==> config.mk <==
export PLATFORM = sky130hd
export DESIGN_NAME = round_ctrl_flat
export DESIGN_NICKNAME = d
export VERILOG_FILES = /design/src/rtl/round_ctrl_if.sv /design/src/rtl/round_ctrl.sv /design/src/flat_wrapper.sv
export SDC_FILE = /design/constraint.sdc
export NUM_CORES = 1
export LEC_CHECK = 0
export BUFFER_PORTS_ARGS = -buffer_cell sky130_fd_sc_hd__buf_4
export CORE_ASPECT_RATIO = 0.8
export CORE_MARGIN = 4
export CORE_UTILIZATION = 52
export CTS_CLUSTER_SIZE = 24
export DETAILED_ROUTE_END_ITERATION = 16
export PLACE_DENSITY = 0.83
export SLEW_MARGIN = 15
export SYNTH_ARGS = -nofsm -noshare
export SYNTH_HDL_FRONTEND = slang
export SYNTH_SLANG_ARGS = --single-unit
==> constraint.sdc <==
create_clock -name Clk -period 1.9 [get_ports Clk]
set_clock_uncertainty 0.15 [all_clocks]
set_input_delay 0.38 -clock Clk [delete_from_list [all_inputs] [get_ports Clk]]
set_output_delay 0.38 -clock Clk [all_outputs]
set_load 0.005 [all_outputs]
==> src/rtl/round_ctrl_if.sv <==
// round_ctrl_if: round sequencer inputs from game logic and sequencer outputs
interface round_ctrl_if;
  logic       frame_clk;
  logic       start;
  logic       reset_round;
  logic       Red_W;
  logic       Blue_W;
  logic       clear_done;
  logic [2:0] Game_State;
  logic       clear_req;
  logic       bikes_en;
  logic [1:0] countdown_val;
  logic [1:0] winner;
  modport master (
    input  frame_clk, start, reset_round, Red_W, Blue_W, clear_done,
    output Game_State, clear_req, bikes_en, countdown_val, winner
  );
  modport slave (
    output frame_clk, start, reset_round, Red_W, Blue_W, clear_done,
    input  Game_State, clear_req, bikes_en, countdown_val, winner
  );
endinterface

==> src/rtl/round_ctrl.sv <==
// round_ctrl: Tron round sequencer (title, clear, countdown, play, freeze, win screen)
module round_ctrl #(
  parameter int COUNT_FRAMES  = 60,
  parameter int FREEZE_FRAMES = 90,
  parameter int WIN_FRAMES    = 300,
  parameter int FW            = 9
) (
  input  logic         Clk,
  input  logic         Reset_n,
  round_ctrl_if.master bus
);
  localparam logic [2:0] TITLE      = 3'd0;
  localparam logic [2:0] CLEAR      = 3'd1;
  localparam logic [2:0] COUNTDOWN  = 3'd2;
  localparam logic [2:0] PLAY       = 3'd3;
  localparam logic [2:0] ROUND_OVER = 3'd4;
  localparam logic [2:0] GAME_OVER  = 3'd5;
  localparam logic [FW-1:0] CD_LAST = FW'(COUNT_FRAMES - 1);
  localparam logic [FW-1:0] FZ_LAST = FW'(FREEZE_FRAMES - 1);
  localparam logic [FW-1:0] WN_LAST = FW'(WIN_FRAMES - 1);
  logic [2:0]    state;
  logic [2:0]    f_sync, s_sync;
  logic          frame_tick, start_edge;
  logic [FW-1:0] cnt;
  logic [1:0]    latch, latch_nx, w;
  logic          clear_req, bikes_en;
  logic [1:0]    cd, winner;
  assign frame_tick = f_sync[1] & ~f_sync[2];
  assign start_edge = s_sync[1] & ~s_sync[2];
  assign w          = {bus.Blue_W, bus.Red_W};
  assign latch_nx   = latch | w;
  assign bus.Game_State    = state;
  assign bus.clear_req     = clear_req;
  assign bus.bikes_en      = bikes_en;
  assign bus.countdown_val = cd;
  assign bus.winner        = winner;
  // two-flop synchronisers with a third flop for rising-edge detection
  always_ff @(posedge Clk or negedge Reset_n)
    if (!Reset_n) begin
      f_sync <= '0;
      s_sync <= '0;
    end else begin
      f_sync <= {f_sync[1:0], bus.frame_clk};
      s_sync <= {s_sync[1:0], bus.start};
    end
  // round sequencer; every state entry zeroes the frame counter
  always_ff @(posedge Clk or negedge Reset_n)
    if (!Reset_n) begin
      state     <= TITLE;
      clear_req <= 1'b0;
      bikes_en  <= 1'b0;
      cd        <= 2'd0;
      winner    <= 2'd0;
      cnt       <= '0;
      latch     <= 2'd0;
    end else begin
      case (state)
        TITLE:
          if (start_edge) begin
            state     <= CLEAR;
            clear_req <= 1'b1;
            latch     <= 2'd0;
            cnt       <= '0;
          end
        CLEAR:
          if (bus.clear_done) begin
            state     <= COUNTDOWN;
            clear_req <= 1'b0;
            cnt       <= '0;
            cd        <= 2'd3;
          end
        COUNTDOWN:
          if (frame_tick) begin
            if (cnt == CD_LAST) begin
              cnt <= '0;
              cd  <= cd - 2'd1;
              if (cd == 2'd1) begin
                state    <= PLAY;
                bikes_en <= 1'b1;
              end
            end else cnt <= cnt + 1'b1;
          end
        PLAY:
          if (bus.reset_round || w != 2'd0) begin
            state    <= ROUND_OVER;
            bikes_en <= 1'b0;
            cnt      <= '0;
            latch    <= latch_nx;
          end
        ROUND_OVER: begin
          latch <= latch_nx;
          if (frame_tick) begin
            if (cnt == FZ_LAST) begin
              cnt <= '0;
              if (latch_nx != 2'd0) begin
                state  <= GAME_OVER;
                winner <= latch_nx;
              end else begin
                state     <= CLEAR;
                clear_req <= 1'b1;
              end
            end else cnt <= cnt + 1'b1;
          end
        end
        GAME_OVER:
          if (frame_tick) begin
            if (cnt == WN_LAST) begin
              cnt    <= '0;
              state  <= TITLE;
              winner <= 2'd0;
            end else cnt <= cnt + 1'b1;
          end
        default: begin
          state     <= TITLE;
          clear_req <= 1'b0;
          bikes_en  <= 1'b0;
          cd        <= 2'd0;
          winner    <= 2'd0;
          cnt       <= '0;
        end
      endcase
    end
endmodule
==> src/flat_wrapper.sv <==
// flat-port wrapper written by rule: the top's interface ports become plain ports
module round_ctrl_flat 
#(
  parameter int COUNT_FRAMES  = 60,
  parameter int FREEZE_FRAMES = 90,
  parameter int WIN_FRAMES    = 300,
  parameter int FW            = 9
)
  (Clk, Reset_n, bus_frame_clk, bus_start, bus_reset_round, bus_Red_W, bus_Blue_W, bus_clear_done, bus_Game_State, bus_clear_req, bus_bikes_en, bus_countdown_val, bus_winner);
  round_ctrl_if bus_i ();
  input  logic Clk;
  input  logic Reset_n;
  input wire logic [$bits(bus_i.frame_clk)-1:0] bus_frame_clk;
  input wire logic [$bits(bus_i.start)-1:0] bus_start;
  input wire logic [$bits(bus_i.reset_round)-1:0] bus_reset_round;
  input wire logic [$bits(bus_i.Red_W)-1:0] bus_Red_W;
  input wire logic [$bits(bus_i.Blue_W)-1:0] bus_Blue_W;
  input wire logic [$bits(bus_i.clear_done)-1:0] bus_clear_done;
  output wire logic [$bits(bus_i.Game_State)-1:0] bus_Game_State;
  output wire logic [$bits(bus_i.clear_req)-1:0] bus_clear_req;
  output wire logic [$bits(bus_i.bikes_en)-1:0] bus_bikes_en;
  output wire logic [$bits(bus_i.countdown_val)-1:0] bus_countdown_val;
  output wire logic [$bits(bus_i.winner)-1:0] bus_winner;
  assign bus_i.frame_clk = bus_frame_clk;
  assign bus_i.start = bus_start;
  assign bus_i.reset_round = bus_reset_round;
  assign bus_i.Red_W = bus_Red_W;
  assign bus_i.Blue_W = bus_Blue_W;
  assign bus_i.clear_done = bus_clear_done;
  assign bus_Game_State = bus_i.Game_State;
  assign bus_clear_req = bus_i.clear_req;
  assign bus_bikes_en = bus_i.bikes_en;
  assign bus_countdown_val = bus_i.countdown_val;
  assign bus_winner = bus_i.winner;
  round_ctrl #(.COUNT_FRAMES(COUNT_FRAMES), .FREEZE_FRAMES(FREEZE_FRAMES), .WIN_FRAMES(WIN_FRAMES), .FW(FW)) u_core (.Clk(Clk), .Reset_n(Reset_n), .bus(bus_i));
endmodule
==> results by group <==
Status
  • Outcome: complete, but fails checks
  • Failing checks: negative setup slack

Clocking
  • Clock-pin transition on the worst setup and hold timing paths: 0.08 ns
  • CTS tree: built
  • CTS sink count: 26
  • Root Buffer Master: clkbuf_8
  • Worst skew pair latency: 0.27 ns
  • CTS Buf Count: 3
  • H-tree Lvls: 1
  • Clock buffer depth: 2

Job
  • Max cap viols: 0

Detailed routing
  • WL per Instance: 16.61 um
  • DRT Wirelength: 4270 um
  • Final ANT Viol Nets: 0
  • TritonRoute pass-1 iters: 5
  • DRC violations left: 0
  • DR vias: 1500
  • DR iter-0 viols: 60
  • Via density: 5.837

GRT
  • Antenna violations before repair: 0
  • Largest net degree at the start of global routing: 27
  • Vias in the first global route: 1473
  • Tot GR Track Use: 21.34%
  • GRT overflow: 0
  • First-pass GRT wire length: 6796 um

Die
  • Die Ht: 57.31 um
  • Core box area: 2829 sq um
  • Die X-Extent: 69.64 um
  • Row count: 17
  • I/O pin count: 17
  • Die area: 3990 sq um
  • Initial Util: 55.86%

Logic synthesis
  • Mapped Area: 1580 sq um
  • Flops & latches, synth: 26
  • Top_reg_cell synth: dfrtp_1
  • Mapped Cells: 163
  • Share of the synthesized area in the top cell type: 41.17%
  • Syn nets: 174
  • Warnings from Yosys: 0
  • Yosys top cell by area: dfrtp_1
  • Synth area leaders: dfrtp_1, nand2_1, a22o_1
  • Most common cell in the netlist: dfrtp_1
  • Netlist cell types: 51
  • Async SR Flop Fraction: 100.0%
  • Synth Area per Inst: 9.695 sq um
  • Number of synthesized flops with an enable pin: 0
  • Top cells by count, synth: dfrtp_1, nand2_1, nor2_1
  • Seq/Total Area, Yosys: 41.17%

Worst setup path
  • Crit-path max cell delay: 0.40 ns
  • Capture point of the worst reg-to-reg path: u_core.bus.Game_State[0]
  • Crit-path cells: ha_2, and4b_2, nand4_1, buf_4, o311ai_4, nand3_1, mux2_4
  • Buf/Inv on CP: 1
  • Reg2Reg Depth: 7
  • CP max stage cell: dfrtp_1
  • Startpoint types: flop
  • CP Max Fanout: 3
  • R2R setup slack: -0.19 ns
  • Critical path class: flop to flop
  • CP delay by family, top: simple AND/OR/NAND/NOR gates
  • Worst EP required: 1.91 ns
  • Crit path capture type: flop
  • Crit path DAT: 2.10 ns
  • R2r startpoint: u_core.cnt[1]

Placement
  • DP Worst Slack: -0.1176 ns
  • DP Wirelength: 2888 um
  • Placed cell count: 244
  • Port Buffers: 16
  • Gpl congestion: 0.8703

Pwr
  • Design Power: 1.268 mW
  • Internal power: 0.9084 mW
  • Psw: 0.3593 mW
  • Peak supply drop: 377.7 uV
  • Sequential power share: 51.4%
  • Power Density: 575.0 nW/um^2
  • Pleak: 1.039 nW
  • Switching part of the total power: 28.35%
  • Clock power share: 24.4%
  • Logic pwr share: 24.1%

Timing
  • Final Slew Violations: 0
  • Final period util: 110.0%
  • Max Fclk: 478.7 MHz
  • Slew headroom: 73.60%
  • Min cycle time layout: 2.089 ns
  • Worst Max-Slew Pin Slew: 0.3960 ns
  • Final worst setup slack: -0.1891 ns
  • # setup viols final: 16
  • Final hold vios: 0
  • Worst hold slack: 0.05773 ns
  • RSZ-0062 raised after global routing: true

Hold path
  • Hold Path Sink: u_core.s_sync[0]
  • HP Start: bus_start
  • Worst hold stages: 1
  • Worst min-delay path category: input pin to flop

Cells and area
  • Ant diodes: 0
  • Layout Cells excl Fill: 257
  • Multi-input gate area: 963.4 sq um
  • Final Core Density: 77.93%
  • Reg area: 650.6 sq um
  • Layout cell share with drive strength beyond 1: 41.10%
  • Area Growth Syn to Fin: 39.51%
  • Filler cells: 174
  • Nets: 232
## worst max path at each step
stage,startpoint,endpoint,slack (ns),cells past startpoint
2_1_floorplan,u_core.cnt[0],u_core.bus.countdown_val[1],-0.005,6
3_3_place_gp,u_core.cnt[1],u_core.bus.Game_State[0],-0.09,6
3_5_place_dp,u_core.cnt[0],u_core.bus.Game_State[0],-0.12,6
4_1_cts,u_core.cnt[1],u_core.bus.Game_State[0],-0.13,6
5_1_grt,u_core.cnt[0],u_core.bus.Game_State[0],-0.25,7
6_report,u_core.cnt[1],u_core.bus.Game_State[0],-0.19,7
## routing by layer
metal	up-vias	global-route usage [%]	part of all wire [%]
li1	702	-	-
met5	-	0	0
met3	19	5.106	5.3
met1	722	25.31	41
met4	0	7.923	4.0
met2	57	38.04	50
## registers in the layout, indices dropped and copies added, names as in the netlist
register / count
u_core.bus.countdown_val: 2
u_core.bus.Game_State: 3
u_core.cnt: 9
u_core.bus.bikes_en: 1
u_core.f_sync: 3
u_core.bus.clear_req: 1
u_core.bus.winner: 2
u_core.latch: 2
u_core.s_sync: 3
## area by class of cell
type | count | area share, %
clock buffers | 3 | 1.873
multi-input cells | 120 | 43.70
flip-flops and latches | 26 | 29.51
well taps | 38 | 2.157
inverters | 12 | 2.043
repair buffers | 58 | 20.72
## worst reg2reg max path: stages (launching register included)
cell and delay [ns]:
dfrtp_1 0.40, ha_2 0.20, and4b_2 0.26, nand4_1 0.11, buf_4 0.18, o311ai_4 0.22, nand3_1 0.13, mux2_4 0.33
## power groups by stage
stage,combinational [mW],sequential (mW),clock [mW]
after floorplan,0.126,0.654,0
after global placement,0.251,0.654,0
after detailed placement,0.265,0.658,0
after CTS,0.277,0.649,0.321
after global routing,0.335,0.655,0.344
final,0.306,0.652,0.310
## what timing repair did
action,in CTS,in global routing
resized for setup,9,17
gates cloned,1,0
buffers inserted,4,4
setup endpoints to repair,15,17
hold buffers,1,0
endpoints found under the hold margin,26,0
pin swaps,4,11
## kinds of logic after synthesis
group                    Yosys count  synth area share [%]
AO/OA/AOI/OAI                     41                 21.62
adder cells (fa/ha/maj)            3                 2.376
multiplexers                       4                 2.692
AND/OR/NAND/NOR                   71                 26.45
buffers and inverters             18                 5.700
flip-flops                        26                 41.17
## cell usage in the layout (no fill, tap or decap), types with 3 or more instances in the layout
master / instances
a22o_1: 7
nor2b_1: 3
nand3b_1: 3
buf_6: 5
nor2_1: 13
dfrtp_1: 26
buf_4: 52
o21ai_0: 11
o22ai_2: 4
nand2_1: 16
nand3_1: 3
inv_1: 11
and2b_1: 4
clkbuf_8: 3
## per-stage QoR
step | TNS (ns) | area (sq um)
2_1_floorplan | -0.004794 | 1583
3_3_place_gp | -0.3887 | 1953
3_5_place_dp | -0.8860 | 1953
4_1_cts | -1.245 | 2082
5_1_grt | -2.751 | 2205
6_report | -1.616 | 2205
(Power assumes the default switching activity.)
